File: src/rtl/pulse_link_pkg.sv
// Shared definitions for the single-bit pulse-count link (transmit and receive sides).
package pulse_link_pkg;

  // Transmitter sequencing states.
  typedef enum logic [1:0] {
    IDLE  = 2'd0,
    PULSE = 2'd1,
    GAP   = 2'd2,
    DONE  = 2'd3
  } state_t;

  // Default widths, shared with the receive-side two-bit pulse counter.
  localparam int CNT_W_DEF = 2;
  localparam int GAP_W_DEF = 2;

endpackage

File: src/rtl/pulse_gap_timer.sv
// Loadable down-counter timing the idle cycles between pulses.
// last_o is high while the counter holds 1, i.e. during the final gap cycle.
module pulse_gap_timer #(
  parameter int W = 2
) (
  input  logic         clk_i,
  input  logic         rst_i,
  input  logic         load_i,
  input  logic [W-1:0] load_val_i,
  input  logic         en_i,
  output logic         last_o
);

  logic [W-1:0] cnt_q;
  logic [W-1:0] cnt_d;

  // Next count: load has priority, otherwise count down while enabled, holding at zero.
  always_comb begin
    cnt_d = cnt_q;
    if (load_i) begin
      cnt_d = load_val_i;
    end else if (en_i && (cnt_q != '0)) begin
      cnt_d = cnt_q - W'(1);
    end
  end

  // Counter register.
  always_ff @(posedge clk_i) begin
    if (rst_i) begin
      cnt_q <= '0;
    end else begin
      cnt_q <= cnt_d;
    end
  end

  assign last_o = (cnt_q == W'(1));

endmodule

File: src/rtl/pulse_train_tx.sv
// Transmit side of the pulse-count link: emits `count` one-cycle pulses on x,
// separated by `gap` idle cycles, then a one-cycle done strobe.
// Optional macro PULSE_TRAIN_TX_OVF_EN adds a sticky ovf output that sets when
// the sent-pulse mirror counter wraps to zero.
module pulse_train_tx
  import pulse_link_pkg::*;
#(
  parameter int CNT_W = CNT_W_DEF,
  parameter int GAP_W = GAP_W_DEF
) (
  input  logic             clock,
  input  logic             reset,
  input  logic             start,
  input  logic [CNT_W-1:0] count,
  input  logic [GAP_W-1:0] gap,
  output logic             busy,
  output logic             x,
  output logic             done,
  output logic [CNT_W-1:0] out
`ifdef PULSE_TRAIN_TX_OVF_EN
  ,
  output logic             ovf
`endif
);

  state_t           state_q;
  logic [CNT_W-1:0] rem_q;   // pulses still owed after the current one
  logic [GAP_W-1:0] gcfg_q;
  logic             x_q;
  logic             busy_q;
  logic             done_q;
  logic [CNT_W-1:0] out_q;
  logic             gap_load;
  logic             gap_last;
  logic             fire;

  // A pulse is launched on every edge that enters PULSE.
  always_comb begin
    fire = 1'b0;
    unique case (state_q)
      IDLE:    fire = start && (count != '0);
      PULSE:   fire = (rem_q != '0) && (gcfg_q == '0);
      GAP:     fire = gap_last;
      DONE:    fire = 1'b0;
      default: fire = 1'b0;
    endcase
  end

  assign gap_load = (state_q == PULSE) && (rem_q != '0) && (gcfg_q != '0);

  pulse_gap_timer #(
    .W(GAP_W)
  ) u_gap_timer (
    .clk_i      (clock),
    .rst_i      (reset),
    .load_i     (gap_load),
    .load_val_i (gcfg_q),
    .en_i       (state_q == GAP),
    .last_o     (gap_last)
  );

  // Train sequencer with registered x/busy/done and the sent-pulse mirror counter.
  always_ff @(posedge clock) begin
    if (reset) begin
      state_q <= IDLE;
      rem_q   <= '0;
      gcfg_q  <= '0;
      x_q     <= 1'b0;
      busy_q  <= 1'b0;
      done_q  <= 1'b0;
      out_q   <= '0;
    end else begin
      x_q    <= fire;
      done_q <= 1'b0;
      if (fire) begin
        out_q <= out_q + CNT_W'(1);
      end
      unique case (state_q)
        IDLE: begin
          if (start) begin
            gcfg_q <= gap;
            busy_q <= 1'b1;
            if (count != '0) begin
              rem_q   <= count - CNT_W'(1);
              state_q <= PULSE;
            end else begin
              rem_q   <= '0;
              done_q  <= 1'b1;
              state_q <= DONE;
            end
          end
        end
        PULSE: begin
          if (rem_q == '0) begin
            done_q  <= 1'b1;
            state_q <= DONE;
          end else if (gcfg_q == '0) begin
            rem_q   <= rem_q - CNT_W'(1);
            state_q <= PULSE;
          end else begin
            state_q <= GAP;
          end
        end
        GAP: begin
          if (gap_last) begin
            rem_q   <= rem_q - CNT_W'(1);
            state_q <= PULSE;
          end
        end
        DONE: begin
          busy_q  <= 1'b0;
          state_q <= IDLE;
        end
        default: state_q <= IDLE;
      endcase
    end
  end

`ifdef PULSE_TRAIN_TX_OVF_EN
  logic ovf_q;

  // Sticky flag set by the pulse that wraps the mirror counter to zero.
  always_ff @(posedge clock) begin
    if (reset) begin
      ovf_q <= 1'b0;
    end else if (fire && (out_q == '1)) begin
      ovf_q <= 1'b1;
    end
  end

  assign ovf = ovf_q;
`endif

  assign x    = x_q;
  assign busy = busy_q;
  assign done = done_q;
  assign out  = out_q;

endmodule
File: config.mk
export PLATFORM = sky130hd
export DESIGN_NAME = pulse_train_tx
export DESIGN_NICKNAME = d
export VERILOG_FILES = /design/src/rtl/pulse_link_pkg.sv /design/src/rtl/pulse_gap_timer.sv /design/src/rtl/pulse_train_tx.sv
export SDC_FILE = /design/constraint.sdc
export NUM_CORES = 1
export LEC_CHECK = 0
export ABC_CLOCK_PERIOD_IN_PS = 2200
export CAP_MARGIN = 30
export CORE_MARGIN = 4
export CORE_UTILIZATION = 44
export CTS_CLUSTER_DIAMETER = 80
export DETAILED_ROUTE_END_ITERATION = 6
export DONT_BUFFER_PORTS = 1
export GPL_ROUTABILITY_DRIVEN = 0
export GPL_TIMING_DRIVEN = 0
export HOLD_SLACK_MARGIN = 0.02
export SYNTH_ARGS = -nofsm -noshare
export SYNTH_HDL_FRONTEND = slang
export SYNTH_SLANG_ARGS = --single-unit
File: constraint.sdc
create_clock -name clock -period 2.2 [get_ports clock]
set_input_delay 0.44 -clock clock [delete_from_list [all_inputs] [get_ports clock]]
set_output_delay 0.44 -clock clock [all_outputs]
set_load 0.005 [all_outputs]
==> results of run 1 <==
-- sequential cells by signal, indices dropped and copies added, names as in the netlist --
name and flops:
u_gap_timer.cnt_q 2, rem_q 2, out 2, x 1
busy 1, done 1, state_q 2, gcfg_q 2
-- area by class of cell --
cell class	count	area share
inverters	9	0.0393
clock buffers	4	0.0306
multi-input cells	72	0.582
plain buffers	2	0.00873
flip-flops and latches	13	0.303
well taps	25	0.0364
-- metal layers --
metal,up-vias,share of wire,GRT usage
li1,354,-,-
met1,309,0.50,0.193
met2,25,0.43,0.224
met3,2,0.064,0.0445
met4,0,0.0072,0.0628
met5,-,0,0
-- stage by stage --
stage	setup slack, ps	total power, mW	hold WS (ps)	cells
floorplan	394	0.868	476	96
global placement	205	0.986	495	121
detailed placement	184	0.993	514	121
CTS	156	1.15	222	125
global route	10.7	1.26	215	125
finish	145	1.15	227	125
-- worst max-delay path by stage --
| stage | end | slack (ps) |
|---|---|---|
| after global placement | out[1] | 200 |
| after floorplan | out[1] | 390 |
| after detailed placement | out[1] | 180 |
| final | out[1] | 140 |
| after CTS | out[1] | 160 |
| after global routing | out[1] | 10 |
-- synth_stat cells --
library cell	instances
a2111oi_0	2
a211oi_1	1
a21o_1	2
a21oi_1	12
a221oi_1	1
a31o_1	1
clkbuf_1	2
dfxtp_1	13
ha_1	11
inv_1	6
inv_2	3
nand2_1	9
nand2b_1	1
nand3_1	2
nand3b_1	1
nor2_1	5
nor2b_1	3
nor3_1	6
nor3b_1	1
o211ai_1	2
o211ai_2	1
o21ai_0	2
o21ai_1	1
o21bai_1	1
o221a_2	1
o221ai_1	1
o22ai_1	1
o311ai_0	1
or4b_1	1
xnor2_1	2
-- cell families after synthesis --
family,count (synthesis),synth area share
AOI/OAI and AO/OA,30,0.253
xor gates and xnor gates,2,0.0218
adders and majority gates,11,0.172
buffers and inverters,11,0.0515
DFF,13,0.324
and+or+nand+nor,29,0.178
-- worst reg2reg max path, stage by stage (launching register included) --
cell and delay (ps):
dfxtp_1 420, inv_1 150, ha_1 310, or4b_1 520
o211ai_2 250, a21oi_1 110, a31o_1 180
-- power groups by stage --
stage               Combinational (mW)  Clock (mW)  Sequential (mW)
finish                           0.628       0.154            0.367
detailed placement               0.620           0            0.373
CTS                              0.625       0.157            0.368
floorplan                        0.511           0            0.357
global route                     0.710       0.169            0.377
global placement                 0.615           0            0.371
==> qor.yml, run 1 <==
outcome:
  status: "finished, final reports clean"
worst_setup_path:
  r2r_end: "out[1]"
  rrSetupSlack_ps: 140
  timing.rr.start: "state_q[1]"
  required_ps: 2370
  crit_type: "reg -> reg"
  cp-start-kind: "flip-flop"
  arrival_ps: 2230
  worstPathCellList: "inv_1 > ha_1 > or4b_1 > o211ai_2 > a21oi_1 > a31o_1"
  cp_top_family: "compound AO/OA/AOI/OAI gates"
  crit_buf_inv: 1
  crit_cells: 6
  path_max_fanout: 8
  endpoint_kind: "flip-flop"
  r2r_cells: 6
  slowest_delay_ps: 520
  setup.worst_path.start: "state_q[1]"
  cpMaxStageDelayCell: "or4b_1"
clock_tree:
  htree_levels: 1
  holdBufCountCts: 0
  clk_path_buf_depth: 2
  cts_sinks: 13
  cts.repair.resized: 0
  path_clk_slew_ps: 90
  tritoncts: "yes"
  cts_made_buffers: 3
  clockRootBuffer: "clkbuf_4"
  cts_setup_buffers: 0
  clk_latency_ps: 280
logic_synthesis:
  ys_ff_latch: 13
  synth_area_leaders: "dfxtp_1 (32%), ha_1 (17%), a21oi_1 (7.5%)"
  synth.net_count: 114
  synth_area_leader_cell: "dfxtp_1"
  syn_area_um2: 802
  avgSynthCellArea_um2: 8.35
  syn_inst: 96
  synth.distinct_cells: 30
  yosysSeqAreaShare: 0.324
  yosysWarnings: 0
  yosysTopAreaCellShare: 0.324
routing:
  vias: 690
  wl_per_cell_um: 13.3
  final_antenna_net_count: 0
  routed_wl_um: 1660
  routed_via_density: 5.52
  dr.pass1.iters: 5
  drc: 0
  drtIter0Drc: 16
final_layout:
  fill_cells: 190
  layout_common_cells: "dfxtp_1 (13), a21oi_1 (12), ha_1 (11)"
  utilization: 0.498
  antennaDiodeCount: 0
  fin_nets: 119
  stdcell_area_um2: 860
  area_growth_syn_to_layout_pct: 7.18
  seq_area_um2: 260
  final_common_cell: "dfxtp_1"
  drive_gt1_frac: 0.0800
  multi_input_area_um2: 500
floorplanning:
  die_area_um2: 2570
  die_w_um: 50.7
  rows: 15
  initial_utilization: 0.464
  core-area_um2: 1730
  io_pins: 12
  die_height_um: 50.7
pwr:
  p_switching_mw: 0.509
  power_density_nw_per_um2: 1340
  clkPwrFrac: 0.134
  share_seq_of_total_power: 0.320
  combPwrFrac: 0.547
  switching_share: 0.443
  vdd_drop_max_v: 0.000656
  p_leak_nw: 0.329
  internal_power_mw: 0.639
timing:
  tightest_slew_ps: 475
  layout_min_cycle_time_ps: 2060
  tns_ps: 0
  post-route-period-util: 0.934
  max_freq_ghz: 0.487
  slew_viol_final: 0
  setup_viol: 0
  hold_viol: 0
  slew_headroom: 0.683
  rsz0062_at_grt: "no"
  skew_ps: 9.99
global_routing:
  grt_pass1_wl_um: 2860
  antenna_found_initial: 0
  grt_max_degree: 11
  grt_use_total: 0.148
  grt_pass1_vias: 647
  globalRoute.totalOverflow: 0
placed_design:
  hpwl_um: 1230
  place_area_um2: 833
  io_buffers: 0
min_path:
  hold_path_depth: 1
  whs_endpoint: "x"
  hold_path_class: "in -> reg"
  min_from: "reset"
job:
  max_cap_violations: 0
No activity file was read; power rests on OpenSTA's default activity.
==> run 2, diff against run 1 <==
--- a/config.mk
+++ b/config.mk
@@ -8,13 +8,14 @@
 export ABC_CLOCK_PERIOD_IN_PS = 2200
 export CAP_MARGIN = 30
 export CORE_MARGIN = 4
-export CORE_UTILIZATION = 44
+export CORE_UTILIZATION = 55
 export CTS_CLUSTER_DIAMETER = 80
 export DETAILED_ROUTE_END_ITERATION = 6
 export DONT_BUFFER_PORTS = 1
 export GPL_ROUTABILITY_DRIVEN = 0
 export GPL_TIMING_DRIVEN = 0
 export HOLD_SLACK_MARGIN = 0.02
+export PLACE_DENSITY = 0.68
 export SYNTH_ARGS = -nofsm -noshare
 export SYNTH_HDL_FRONTEND = slang
 export SYNTH_SLANG_ARGS = --single-unit
==> qor.yml, run 2 (same netlist as run 1, synthesis figures left out) <==
timing:
  setup_viol: 0  # unchanged
  skew_ps: 1.03  # -8.96 ps
  slew_viol_final: 0  # unchanged
  slew_headroom: 0.700  # +0.0163
  tns_ps: 0  # unchanged
  rsz0062_at_grt: "no"
  post-route-period-util: 0.934  # about the same
  tightest_slew_ps: 439  # -35.9 ps
  layout_min_cycle_time_ps: 2050  # -0.262 ps
  hold_viol: 0  # unchanged
  max_freq_ghz: 0.487  # about the same
final_layout:
  final_common_cell: "dfxtp_1"
  multi_input_area_um2: 500  # unchanged
  fin_nets: 119  # unchanged
  area_growth_syn_to_layout_pct: 5.62
  antennaDiodeCount: 0  # unchanged
  layout_common_cells: "dfxtp_1 (13), a21oi_1 (12), ha_1 (11)"
  seq_area_um2: 260  # unchanged
  drive_gt1_frac: 0.0800  # unchanged
  fill_cells: 125  # -34%
  utilization: 0.635  # +0.137
clock_tree:
  clk_path_buf_depth: 2  # unchanged
  cts.repair.resized: 0  # unchanged
  cts_made_buffers: 3  # unchanged
  tritoncts: "yes"
  htree_levels: 1  # unchanged
  path_clk_slew_ps: 80  # about the same
  clk_latency_ps: 270  # about the same
  clockRootBuffer: "clkbuf_4"
  cts_sinks: 13  # unchanged
  cts_setup_buffers: 0  # unchanged
  holdBufCountCts: 0  # unchanged
pwr:
  power_density_nw_per_um2: 1360  # +1.6%
  p_leak_nw: 0.329  # unchanged
  vdd_drop_max_v: 0.000741  # +13%
worst_setup_path:
  required_ps: 2370  # about the same
  cpMaxStageDelayCell: "or4b_1"
  cp-start-kind: "flip-flop"
  crit_type: "reg -> reg"
  worstPathCellList: "inv_1 > ha_1 > or4b_1 > o211ai_2 > a21oi_1 > a31o_1"
  endpoint_kind: "flip-flop"
  slowest_delay_ps: 510  # about the same
  path_max_fanout: 8  # unchanged
  arrival_ps: 2220  # about the same
routing:
  routed_via_density: 6.03  # +9.2%
  drtIter0Drc: 26  # +10
  final_antenna_net_count: 0  # unchanged
  dr.pass1.iters: 4  # -1
  wl_per_cell_um: 14.6  # +10%
  routed_wl_um: 1680  # +1.3%
  vias: 693  # +0.43%
  drc: 0  # unchanged
outcome:
  status: "finished, final reports clean"
floorplanning:
  die_height_um: 46.2  # -8.9%
  rows: 13  # -2
  initial_utilization: 0.601  # +0.137
  die_area_um2: 2130  # -17%
  die_w_um: 46.2  # -8.9%
  core-area_um2: 1330  # -23%
  io_pins: 12  # unchanged
global_routing:
  antenna_found_initial: 0  # unchanged
  grt_use_total: 0.193  # +0.0455
  grt_pass1_wl_um: 2880  # +0.73%
  grt_max_degree: 11  # unchanged
  globalRoute.totalOverflow: 0  # unchanged
  grt_pass1_vias: 653  # +0.93%
job:
  max_cap_violations: 0  # unchanged
min_path:
  hold_path_class: "in -> reg"
placed_design:
  io_buffers: 0  # unchanged
  hpwl_um: 1310  # +6.6%
run 2: cell counts in the layout (fill, tap and decap cells not counted):
Identical to the previous run, type by type.
run 2: power by group:
group          switching (mW)  internal [mW]  total (mW)
Combinational           0.374          0.265       0.639
Sequential             0.0625          0.305       0.367
Clock                  0.0732         0.0702       0.143
run 2: per-stage QoR:
step	instance area (um^2)	hold WS (ps)	setup slack, ps	instances	power, mW
CTS	847	223	176	115	1.15
global route	847	222	17.9	115	1.27
finish	847	231	145	115	1.15
detailed placement	821	503	181	111	1.00
global placement	821	504	220	111	0.975
floorplan	802	476	394	96	0.868
run 2: final timing paths:
| path | depth (start not counted) | to | startpoint | slack [ps] |
|---|---|---|---|---|
| worst max register to register | 6 | out[1] | state_q[1] | 150 |
| worst min-delay path | 1 | x | reset | 230 |
| worst min register to register | 2 | busy | busy | 510 |
| worst max-delay path | 6 | out[1] | state_q[1] | 150 |
run 2: critical path: cells and delay by family (launching register included):
| family | cells | cell delay [ps] |
|---|---|---|
| AOI/OAI and AO/OA | 3 | 560 |
| buffers and inverters | 1 | 160 |
| and+or+nand+nor | 1 | 510 |
| DFF | 1 | 410 |
| adders and majority gates | 1 | 320 |
run 2: metal layers:
layer | GRT usage | routed length (um) | up-vias
met5 | 0 | 0 | -
met4 | 0.0739 | 13 | 0
met3 | 0.0898 | 169 | 2
met2 | 0.297 | 792 | 32
met1 | 0.232 | 709 | 307
li1 | - | - | 352
run 2: layout make-up:
type | instances | share of cell area
buffer | 2 | 0.00886
clock buffer | 4 | 0.0310
inverter | 9 | 0.0399
multi-input combinational | 72 | 0.591
sequential | 13 | 0.307
tap | 15 | 0.0222
